<file path="src/rtl/input_register.sv">
// Receive side of the 16-bit I/O path: synchronizes switch data and a bouncy enter button,
// debounces the button and captures one word per press into a read-consumed holding register.
module input_register #(
    parameter int WIDTH           = 16,
    parameter int DEBOUNCE_CYCLES = 16
) (
    input  logic             clock,
    input  logic             reset_n,
    input  logic [WIDTH-1:0] data_pins,
    input  logic             strobe_pin,
    input  logic             inputRead,
    output logic [WIDTH-1:0] data_out,
    output logic             data_valid,
    output logic             overrun
);

    localparam int            CW   = $clog2(DEBOUNCE_CYCLES + 1);
    localparam logic [CW-1:0] TERM = CW'(DEBOUNCE_CYCLES - 1);

    logic [WIDTH-1:0] data_sync;
    logic [1:0]       strobe_ff_reg;
    logic             strobe_sync;

    for (genvar gi = 0; gi < WIDTH; gi++) begin : g_data_sync
        logic [1:0] sync_reg;
        always_ff @(posedge clock or negedge reset_n) begin
            if (!reset_n) begin
                sync_reg <= '0;
            end else begin
                sync_reg <= {sync_reg[0], data_pins[gi]};
            end
        end
        assign data_sync[gi] = sync_reg[1];
    end

    always_ff @(posedge clock or negedge reset_n) begin
        if (!reset_n) begin
            strobe_ff_reg <= '0;
        end else begin
            strobe_ff_reg <= {strobe_ff_reg[0], strobe_pin};
        end
    end
    assign strobe_sync = strobe_ff_reg[1];

    // Debouncer: a run of DEBOUNCE_CYCLES mismatching samples flips strobe_db; any match restarts.
    logic          strobe_db;
    logic          strobe_db_next;
    logic          strobe_db_q;
    logic [CW-1:0] db_count_reg;
    logic [CW-1:0] db_count_next;
    logic          press;

    always_comb begin
        strobe_db_next = strobe_db;
        db_count_next  = db_count_reg;
        if (strobe_sync == strobe_db) begin
            db_count_next = '0;
        end else if (db_count_reg == TERM) begin
            strobe_db_next = strobe_sync;
            db_count_next  = '0;
        end else begin
            db_count_next = db_count_reg + CW'(1);
        end
    end

    always_ff @(posedge clock or negedge reset_n) begin
        if (!reset_n) begin
            strobe_db    <= 1'b0;
            strobe_db_q  <= 1'b0;
            db_count_reg <= '0;
        end else begin
            strobe_db    <= strobe_db_next;
            strobe_db_q  <= strobe_db;
            db_count_reg <= db_count_next;
        end
    end

    assign press = strobe_db & ~strobe_db_q;

    // A press takes priority over a read; a simultaneous read only suppresses the overrun flag.
    logic [WIDTH-1:0] data_out_next;
    logic             data_valid_next;
    logic             overrun_next;

    always_comb begin
        data_out_next   = data_out;
        data_valid_next = data_valid;
        overrun_next    = overrun;
        if (press) begin
            data_out_next   = data_sync;
            data_valid_next = 1'b1;
            overrun_next    = overrun | (data_valid & ~inputRead);
        end else if (inputRead) begin
            data_valid_next = 1'b0;
            overrun_next    = 1'b0;
        end
    end

    always_ff @(posedge clock or negedge reset_n) begin
        if (!reset_n) begin
            data_out   <= '0;
            data_valid <= 1'b0;
            overrun    <= 1'b0;
        end else begin
            data_out   <= data_out_next;
            data_valid <= data_valid_next;
            overrun    <= overrun_next;
        end
    end

endmodule

</file>
<file path="config.mk">
export PLATFORM = sky130hd
export DESIGN_NAME = input_register
export DESIGN_NICKNAME = d
export VERILOG_FILES = /design/src/rtl/input_register.sv
export SDC_FILE = /design/constraint.sdc
export NUM_CORES = 1
export LEC_CHECK = 0
export ABC_AREA = 0
export CAP_MARGIN = 40
export CORE_ASPECT_RATIO = 1.2
export CORE_MARGIN = 5
export CORE_UTILIZATION = 42
export CTS_CLUSTER_DIAMETER = 120
export DETAILED_ROUTE_END_ITERATION = 10
export MAX_ROUTING_LAYER = met4
export PLACE_DENSITY = 0.68
export SLEW_MARGIN = 20
export SYNTH_ARGS = -nofsm -noshare
export SYNTH_HDL_FRONTEND = slang
export SYNTH_SLANG_ARGS = --single-unit
</file>
<file path="constraint.sdc">
create_clock -name clock -period 1.53 [get_ports clock]
set_input_delay 0.306 -clock clock [delete_from_list [all_inputs] [get_ports clock]]
set_output_delay 0.306 -clock clock [all_outputs]
set_load 0.02 [all_outputs]
</file>
* Word level (Yosys, flattened, before mapping)
Index checks and enable logic that the tools add are counted.
** Storage, ports and cells
- Register bits :: 59
- Bits of input ports :: 20
- Logic and storage cells :: 39
** Cells by class
- $add $sub $neg :: 1
- Equal/unequal tests :: 2
- Mux-type cells :: 5
- Bitwise gates (word level) :: 6
- Reductions and logical operators :: 2
** Operator list (count)
- 5-bit 2-to-1 mux :: 2
- 5-bit by 1-bit adder with 5-bit output, second input constant :: 1
- 5-bit by 4-bit equality test with 1-bit output, second input constant :: 1
- 1-bit 2-to-1 mux :: 3
- 1-bit inverter :: 3
- 1-bit AND :: 2
- 2-bit AND reduction :: 1
- 2-bit nonzero test :: 1
- 1-bit equality test :: 1
- 1-bit OR :: 1

* Logic depth before layout (Yosys ltp)
Gate-level depths: netlist of the first run.
- Depth after elaboration :: 4
- Mapped depth :: 5
- Gate-level depth less buffers :: 4

* Worst setup path before layout of the first run
OpenSTA, ideal clock, no wires.
- Path kind :: reg-to-reg
- Start point :: register strobe_db
- End point :: register data_out[10]
- Data arrival time :: 1066 ps
- Required time :: 1405 ps
- Path slack :: 339 ps
- Cell stages (with the launch flop) :: 5
- Buffers on the path :: 2
- Path through :: dfrtp_1 > nor2b_4 > buf_6 > buf_12 > mux2_4
** On the way
- Word-level cells in the longest chain between the ends :: 1
** RTL lines
- start: declaration :: line 46 : logic strobe_db;
- start signal: assignment :: line 72 : strobe_db <= strobe_db_next;
- 1-bit AND :: line 78 : assign press = strobe_db & ~strobe_db_q;
- end signal: assignment :: line 105 : data_out <= data_out_next;
- end: declaration :: line 12 : output logic [WIDTH-1:0] data_out,
Every way passes these cells.
A chain may end at the register's enable or synchronous reset.

* Worst setup path in the final report of the first run
- Start point :: register data_out[2]
- End point :: output port data_out[2]
No word-level cell between the ends.

==> impl_metrics.toml, run 1 <==
[outcome]
status = "finished clean"

[drt]
wl_met1_mm = 1.14
detail_route.wl_per_cell_um = 13.2
drc = 0
first_pass_iters = 4
dr.max_layer_used = "met4"
routed_via_density = 4.42
vias = 919
met2_length_mm = 1.36
routed_wirelength_mm = 2.75
ant_nets = 0
wl_met3_um = 199
first_iter_violations = 46

[power_and_ir_drop]
combPwrFrac_pct = 3.9
pwr-share-seq_pct = 52.8
p_leak_uw = 0.00126
peakVddDrop_mv = 0.603
swShare_pct = 18.9
p_int_uw = 2510
power_uw = 3100
pwr-share-clk_pct = 43.3
power.density_nw_per_um2 = 1250
power.net_switching_uw = 585

[timing]
tns_ns = 0
rsz0062_at_grt = "no"
hold_viol = 0
fmax_mhz = 745
setup_viol = 0
min_period_ns = 1.34
relSlewSlack_pct = 78.9
maxSlewViolCount = 0
worst_pin_slew_ns = 0.312
finClkSkew_ns = 0.00334
finalCritPeriodShare_pct = 87.8

[floorplanning]
die_h_um = 82.7
fp.dieArea_sq_um = 5840
core-area_sq_um = 4260
chipWidth_um = 70.6
io_pins = 38
start_util_pct = 43.4
fp-row-count = 26

[logic_synthesis]
synth_area_sq_um = 1850
yosys.area.top_type = "dfrtp_1"
syn_area_per_cell_sq_um = 18.9
synth_top_cell_area_share_pct = 79.8
yosys_register_bits = 59
yosys_warnings = 0
yosysSeqAreaShare_pct = 79.8
synth_nets = 119
synth_cell_types = 18
syn_inst = 98
synthTopCellsByArea = "dfrtp_1, mux2_2, mux2_4"

[cts]
clk_pin_slew_ns = 0.06
clk_latency_ns = 0.32
numCtsBuffers = 9
cts_tree = "yes"
root_buffer = "clkbuf_8"
cts_max_level = 3
post_cts_buffers = 0
cts_sinks = 59
clockBufferDepth = 2

[worst_setup_path]
setup.worst_path.end_class = "primary output"
r2r_start = "strobe_db"
crit_type = "reg2out"
slowest_stage = "dfrtp_1"
crit_arrival_ns = 1.04
crit_chain = "dlygate4sd2_1"
critical_path_required_ns = 1.22
slowest_delay_ns = 0.39
critical-path-top-delay-family = "flip-flops"
timing.rr.end = "data_out[5]"
critPathBufInv = 1
reg2reg_depth = 3
crit_path_max_fanout = 2
critPathLaunchType = "flip-flop"
ff2ff_setup_slack_ns = 0.26

[layout]
fill_cells = 342
final_cell_mix = "dfrtp_1, clkdlybuf4s50_1, dlygate4sd2_1, clkbuf_8, mux2_2"
diodes = 0
largest_reg_flops = 32
regArea_sq_um = 1480
final_common_cell = "dfrtp_1"
areaGrowthSynthToFinish_pct = 33.5
multi_input_area_sq_um = 335
fin_nets = 169
drive_gt1_share_pct = 23.7

[hold_path]
hold_class = "reg2reg"
min_path_cells = 0
hold-path-endpoint = "g_data_sync[13].sync_reg[1]"
hp-start = "g_data_sync[13].sync_reg[0]"

[placement]
port_buffers = 37
gp_congestion = 0.703
place_hpwl_mm = 1.83

[job]
drv_cap = 0

[grt]
track_usage_pct = 11.0
antenna_found_initial = 0
grt_first_pass_wirelength_mm = 4.52
grt_pass1_vias = 995
grt_start_max_net_pins = 60
overflow = 0
[cell type report]
type | instances | area share [%]
sequential | 59 | 59.7
timing repair buffer | 41 | 15.7
multi-input combinational | 35 | 13.6
clock buffer | 13 | 6.43
tap | 56 | 2.84
clock inverter | 2 | 1.42
inverter | 2 | 0.304
[worst max path at each step]
stage	startpoint	endpoint	depth (start not counted)	slack, ns
floorplan	strobe_db	data_out[10]	4	0.34
global placement	data_out[2]	data_out[2]	1	0.27
detailed placement	strobe_db	data_out[5]	3	0.25
CTS	data_out[2]	data_out[2]	1	0.15
global route	data_out[2]	data_out[2]	1	0.14
finish	data_out[2]	data_out[2]	1	0.19
[logic make-up after synthesis]
logic type / synth area share (%)
flip-flops: 79.8
AO/OA/AOI/OAI: 1.28
buffers and inverters: 2.10
AND/OR/NAND/NOR: 2.97
adder cells (fa/ha/maj): 0.676
multiplexers: 11.8
XOR/XNOR: 1.42
[routing by layer]
| metal | vias to the layer above | GRT usage [%] |
|---|---|---|
| met5 | - | - |
| met4 | 0 | 7.33 |
| met3 | 8 | 4.96 |
| met2 | 28 | 15.9 |
| met1 | 461 | 12.3 |
| li1 | 422 | - |
[cells in the mapped netlist]
cell     number
a21oi_1       1
buf_12        1
nor2b_4       1
inv_1         2
xor2_1        3
and2_1        1
ha_1          1
dfrtp_1      59
o21ai_0       1
nand2_1       1
o21ai_1       1
nor2_1        4
mux2_4        7
nand3_1       2
a21o_2        1
mux2_2       10
and3_1        1
buf_6         1
[power groups by stage]
stage | logic, uW | registers, uW | clock network (uW)
floorplan | 19.2 | 1670 | 0
CTS | 124 | 1640 | 1400
global placement | 119 | 1660 | 0
global route | 135 | 1640 | 1460
finish | 120 | 1640 | 1340
detailed placement | 125 | 1670 | 0
[through the flow]
| step | util, % | worst slack, ns | instance area, sq um | std cells | hold slack (ns) |
|---|---|---|---|---|---|
| after floorplan | - | 0.339 | 1850 | 98 | 0.0104 |
| after global placement | 53.7 | 0.273 | 2290 | 192 | 0.322 |
| after detailed placement | 53.7 | 0.255 | 2290 | 192 | 0.330 |
| after CTS | 58.0 | 0.154 | 2470 | 208 | 0.345 |
| after global routing | 58.0 | 0.137 | 2470 | 208 | 0.352 |
| final | 58.0 | 0.187 | 2470 | 208 | 0.343 |
[timing repair]
| action | in CTS | in global routing |
|---|---|---|
| gates resized for setup | 18 | 0 |
| hold buffers | 1 | 0 |
| hold endpoints to repair | 59 | 0 |
| endpoints found under the setup margin | 18 | 0 |
Power figures use the tool's default switching activity.
==> run 2: changes to the inputs <==
--- a/config.mk
+++ b/config.mk
@@ -10,3 +10,2 @@
 export CORE_ASPECT_RATIO = 1.2
-export CORE_MARGIN = 5
 export CORE_UTILIZATION = 42
@@ -14,4 +13,4 @@
 export DETAILED_ROUTE_END_ITERATION = 10
+export DONT_BUFFER_PORTS = 1
 export MAX_ROUTING_LAYER = met4
-export PLACE_DENSITY = 0.68
 export SLEW_MARGIN = 20
--- a/constraint.sdc
+++ b/constraint.sdc
@@ -3,2 +3,2 @@
 set_output_delay 0.306 -clock clock [all_outputs]
-set_load 0.02 [all_outputs]
+set_load 0.01 [all_outputs]
==> run 2 against run 1 <==
Effect of this change:
- the run now ends with hold timing left
- design area is 7.2% lower
- via count is 6.2% lower
- non-clock buffer count down 23
- sequential share of layout area up 4.7 points
- final cell count is 11% lower
- register-to-register slack is essentially flat
- clock-buffer cell count is 1 lower
- flip-flop and latch count unchanged
- total power grew 1.5%
- critical path depth up 2
- global-route usage up 3.1 points
- clock power is 8% higher
- critical path type is now reg2reg
==> impl_metrics.toml, run 2 (synthesized netlist as in run 1, its figures left out) <==
[floorplanning]
fp-row-count = 26
start_util_pct = 43.8
die_h_um = 74.7
chipWidth_um = 62.6
fp.dieArea_sq_um = 4680
io_pins = 38
core-area_sq_um = 4230

[power_and_ir_drop]
power.density_nw_per_um2 = 1370
pwr-share-clk_pct = 46.0
p_int_uw = 2540
power_uw = 3140
swShare_pct = 19.3
power.net_switching_uw = 606
p_leak_uw = 0.00110
pwr-share-seq_pct = 52.2
combPwrFrac_pct = 1.8
peakVddDrop_mv = 0.698

[worst_setup_path]
critPathLaunchType = "flip-flop"
r2r_start = "strobe_db"
crit_path_max_fanout = 16
crit_chain = "nor2b_4, buf_12, mux2_2"
setup.worst_path.end_class = "flip-flop"
slowest_delay_ns = 0.39
ff2ff_setup_slack_ns = 0.26
endpoint = "data_out[2]"
cp.depth = 3
setup.worst_path.start = "strobe_db"
critical_path_required_ns = 1.74
crit_type = "reg2reg"
critPathBufInv = 1
crit_arrival_ns = 1.48
reg2reg_depth = 3
critical-path-top-delay-family = "flip-flops"
timing.rr.end = "data_out[2]"
slowest_stage = "dfrtp_1"

[cts]
numCtsBuffers = 9
root_buffer = "clkbuf_8"
cts_tree = "yes"
clk_latency_ns = 0.32
post_cts_buffers = 0
clk_pin_slew_ns = 0.06
cts_resized = 0
cts_sinks = 59
clockBufferDepth = 2
hold_buffers = 17
cts_max_level = 3

[timing]
worst_pin_slew_ns = 0.319
finalCritPeriodShare_pct = 83.1
hold_viol = 59
setup_slack_ns = 0.259
maxSlewViolCount = 0
fmax_mhz = 787
fin_worst_hold_slack_ns = -0.329
min_period_ns = 1.27
finClkSkew_ns = 0.00381
setup_viol = 0
tns_ns = 0
rsz0062_at_grt = "no"
relSlewSlack_pct = 78.5

[placement]
port_buffers = 0
place_hpwl_mm = 1.50
gp_congestion = 0.614
placed_area_sq_um = 1910
dpl_worst_slack_ns = 0.265

[drt]
detail_route.wl_per_cell_um = 13.9
vias = 862
routed_via_density = 4.63
first_iter_violations = 51
routed_wirelength_mm = 2.59
first_pass_iters = 4
drc = 0
ant_nets = 0

[grt]
antenna_found_initial = 0
grt_start_max_net_pins = 60
grt_first_pass_wirelength_mm = 4.37
track_usage_pct = 14.1
overflow = 0
grt_pass1_vias = 910

[layout]
diodes = 0
drive_gt1_share_pct = 27.7
fin_nets = 146
final_common_cell = "dfrtp_1"
final_cell_mix = "dfrtp_1, dlygate4sd3_1, clkbuf_8, mux2_2, mux2_4"
multi_input_area_sq_um = 335
fill_cells = 348
largest_reg_flops = 32
regArea_sq_um = 1480
areaGrowthSynthToFinish_pct = 23.9
postLayoutCoreUtil_pct = 54.2
final_cell_area_sq_um = 2290

[outcome]
status = "finished with violations"
violations = "hold timing"

[job]
drv_cap = 0

[hold_path]
hold_class = "in2async"
-- run 2: final cells by class --
class | instances | share of cell area, %
multi-input cells | 35 | 14.6
inverters | 2 | 0.328
well taps | 56 | 3.06
repair buffers | 18 | 8.30
clock inverters | 4 | 2.07
flip-flops and latches | 59 | 64.4
clock buffers | 12 | 7.21
-- run 2: worst reg2reg max path: cells and delay by family, from the launching register on --
family,cells,cell delay [ns]
buffers and inverters,1,0.18
multiplexers,1,0.34
AND/OR/NAND/NOR,1,0.24
flip-flops,1,0.39
-- run 2: routing by layer --
metal / wire length, um / vias to the layer above / global-route usage [%]
met3: 198 / 4 / 6.97
li1: - / 377 / -
met4: 58 / 0 / 12.4
met1: 1030 / 447 / 14.3
met2: 1310 / 34 / 20.3
met5: 0 / - / -
-- run 2: how the worst min path moves through the flow --
| stage | start | slack, ns | endpoint |
|---|---|---|---|
| 2_1_floorplan | reset_n | 0.01 | data_out[0] |
| 3_3_place_gp | reset_n | 0.01 | g_data_sync[10].sync_reg[1] |
| 3_5_place_dp | reset_n | 0.01 | data_out[10] |
| 4_1_cts | reset_n | -0.35 | data_out[10] |
| 5_1_grt | reset_n | -0.35 | data_out[2] |
| 6_report | reset_n | -0.33 | data_out[10] |
-- run 2: per-stage QoR --
stage,hold WS (ns),instances
5_1_grt,-0.355,186
6_report,-0.329,186
4_1_cts,-0.351,186
3_5_place_dp,0.0115,153
3_3_place_gp,0.0116,153
2_1_floorplan,0.0104,98
-- run 2: power by group through the flow --
stage	logic, uW	clock network (uW)	registers [uW]
5_1_grt	63.2	1570	1650
3_3_place_gp	20.6	0	1670
2_1_floorplan	19.2	0	1660
3_5_place_dp	22.5	0	1670
4_1_cts	57.3	1490	1640
6_report	57.3	1450	1640
==> run 3: changes to the inputs <==
Clock period 1.53 ns to 1.2 ns, I/O delays scaled along.
==> run 3 against run 2 <==
Effect of this change:
- the flow still finishes with violations (hold timing)
- final cell count is 1.1% higher
- clock power barely moved
- largest power group unchanged
- routed wire length up 0.58%
- maximum frequency rose by 6.4%
- clock skew rose by 0.0013 ns
==> impl_metrics.toml, run 3 (synthesized netlist as in run 1, its figures left out) <==
[layout]
diodes = 0
fill_cells = 355
largest_reg_flops = 32
fin_nets = 152
drive_gt1_share_pct = 28.8
final_cells = 188
regArea_sq_um = 1480
multi_input_area_sq_um = 347
postLayoutCoreUtil_pct = 54.2
areaGrowthSynthToFinish_pct = 23.9
final_cell_mix = "dfrtp_1, dlygate4sd3_1, clkbuf_8, mux2_2, mux2_4"
final_common_cell = "dfrtp_1"

[drt]
wl_met3_um = 179
met2_length_mm = 1.34
dr.max_layer_used = "met4"
detail_route.wl_per_cell_um = 13.9
vias = 877
wl_met1_mm = 1.04
ant_nets = 0
first_iter_violations = 53
routed_wirelength_mm = 2.61
routed_via_density = 4.66
first_pass_iters = 3
drc = 0

[cts]
numCtsBuffers = 9
cts_tree = "yes"
cts_max_level = 3
cts_sinks = 59
clk_latency_ns = 0.32
hold_buffers = 18
clockBufferDepth = 2
root_buffer = "clkbuf_8"
clk_pin_slew_ns = 0.06

[timing]
fmax_mhz = 837
hold_viol = 59
rsz0062_at_grt = "yes"
maxSlewViolCount = 0
relSlewSlack_pct = 84.6
setup_viol = 0
setup_slack_ns = 0.00488
min_period_ns = 1.20
finClkSkew_ns = 0.00516
fin_worst_hold_slack_ns = -0.386
finalCritPeriodShare_pct = 99.6
worst_pin_slew_ns = 0.230

[floorplanning]
chipWidth_um = 62.6
die_h_um = 74.7
start_util_pct = 43.8
fp.dieArea_sq_um = 4680
fp-row-count = 26
io_pins = 38
core-area_sq_um = 4230

[worst_setup_path]
ff2ff_setup_slack_ns = 0.005
crit_arrival_ns = 1.40
r2r_start = "db_count_reg[0]"
critical-path-top-delay-family = "flip-flops"
setup.worst_path.start = "db_count_reg[0]"
slowest_delay_ns = 0.35
critPathLaunchType = "flip-flop"
crit_path_max_fanout = 3
critical_path_required_ns = 1.41
crit_chain = "ha_2, nand3_2, nor2_1, mux2_4"
slowest_stage = "dfrtp_1"
cp.depth = 4
crit_type = "reg2reg"
reg2reg_depth = 4
endpoint = "strobe_db"
setup.worst_path.end_class = "flip-flop"
timing.rr.end = "strobe_db"
critPathBufInv = 0

[grt]
antenna_found_initial = 0
grt_pass1_vias = 938
overflow = 0
track_usage_pct = 14.2
grt_start_max_net_pins = 60
grt_first_pass_wirelength_mm = 4.42

[power_and_ir_drop]
p_leak_uw = 0.00110
p_int_uw = 2940
combPwrFrac_pct = 2.4
pwr-share-clk_pct = 40.0
power.density_nw_per_um2 = 1580
pwr-share-seq_pct = 57.7
power.net_switching_uw = 688
power_uw = 3630
swShare_pct = 19.0
peakVddDrop_mv = 1.02

[placement]
dp_cells = 156
gp_congestion = 0.632
place_hpwl_mm = 1.48
port_buffers = 0
dpl_worst_slack_ns = 0.00303

[outcome]
violations = "hold timing"
status = "finished with violations"

[hold_path]
hold_class = "in2async"

[job]
drv_cap = 0
[run 3: changes by cell type in the layout (fill, tap and decap cells not counted), sizes merged]
cell	before	now
dlygate4sd3	17	18
clkinv	2	0
clkinvlp	1	0
bufinv	1	0
buf	1	6
[run 3: how the worst min path moves through the flow]
stage,start,end,cells after the start
floorplan,reset_n,data_out[0],0
global placement,reset_n,g_data_sync[8].sync_reg[1],0
detailed placement,reset_n,data_out[8],0
CTS,reset_n,g_data_sync[13].sync_reg[1],0
global route,reset_n,data_out[14],0
finish,reset_n,data_out[8],0
[run 3: layer usage]
| layer | global-route usage [%] | vias up |
|---|---|---|
| met3 | 7.73 | 5 |
| met2 | 20.0 | 38 |
| met1 | 15.7 | 452 |
| met4 | 9.30 | 0 |
| met5 | - | - |
| li1 | - | 382 |
[run 3: worst register-to-register path, cell delays in order (launching register included)]
cell	delay [ns]
dfrtp_1	0.35
ha_2	0.20
nand3_2	0.10
nor2_1	0.13
mux2_4	0.31
[run 3: metrics by stage]
stage	TNS, ns	hold WS (ns)	cell area, sq um
2_1_floorplan	0	-0.0556	1850
3_3_place_gp	0	-0.0545	1930
3_5_place_dp	0	-0.0544	1930
4_1_cts	0	-0.410	2280
5_1_grt	-0.139	-0.413	2290
6_report	0	-0.386	2290
[run 3: area by class of cell]
| class | instances | share of cell area, % |
|---|---|---|
| sequential | 59 | 64.4 |
| multi-input combinational | 35 | 15.1 |
| timing repair buffer | 24 | 10.4 |
| clock buffer | 12 | 6.76 |
| tap | 56 | 3.06 |
| inverter | 2 | 0.327 |
[run 3: timing repair]
action | in CTS | in global routing
buffers inserted | 1 | 1
endpoints found under the setup margin | 1 | 10
gates resized for setup | 2 | 2
endpoints found under the hold margin | 77 | 59
pin swaps | 2 | 2
[run 3: power by group through the flow]
stage                     clock, uW  combinational, uW  sequential (uW)
after global routing           1600               95.5             2100
after CTS                      1510               83.2             2090
after global placement            0               30.0             2120
final                          1450               86.7             2090
after floorplan                   0               24.5             2120
after detailed placement          0               32.2             2130
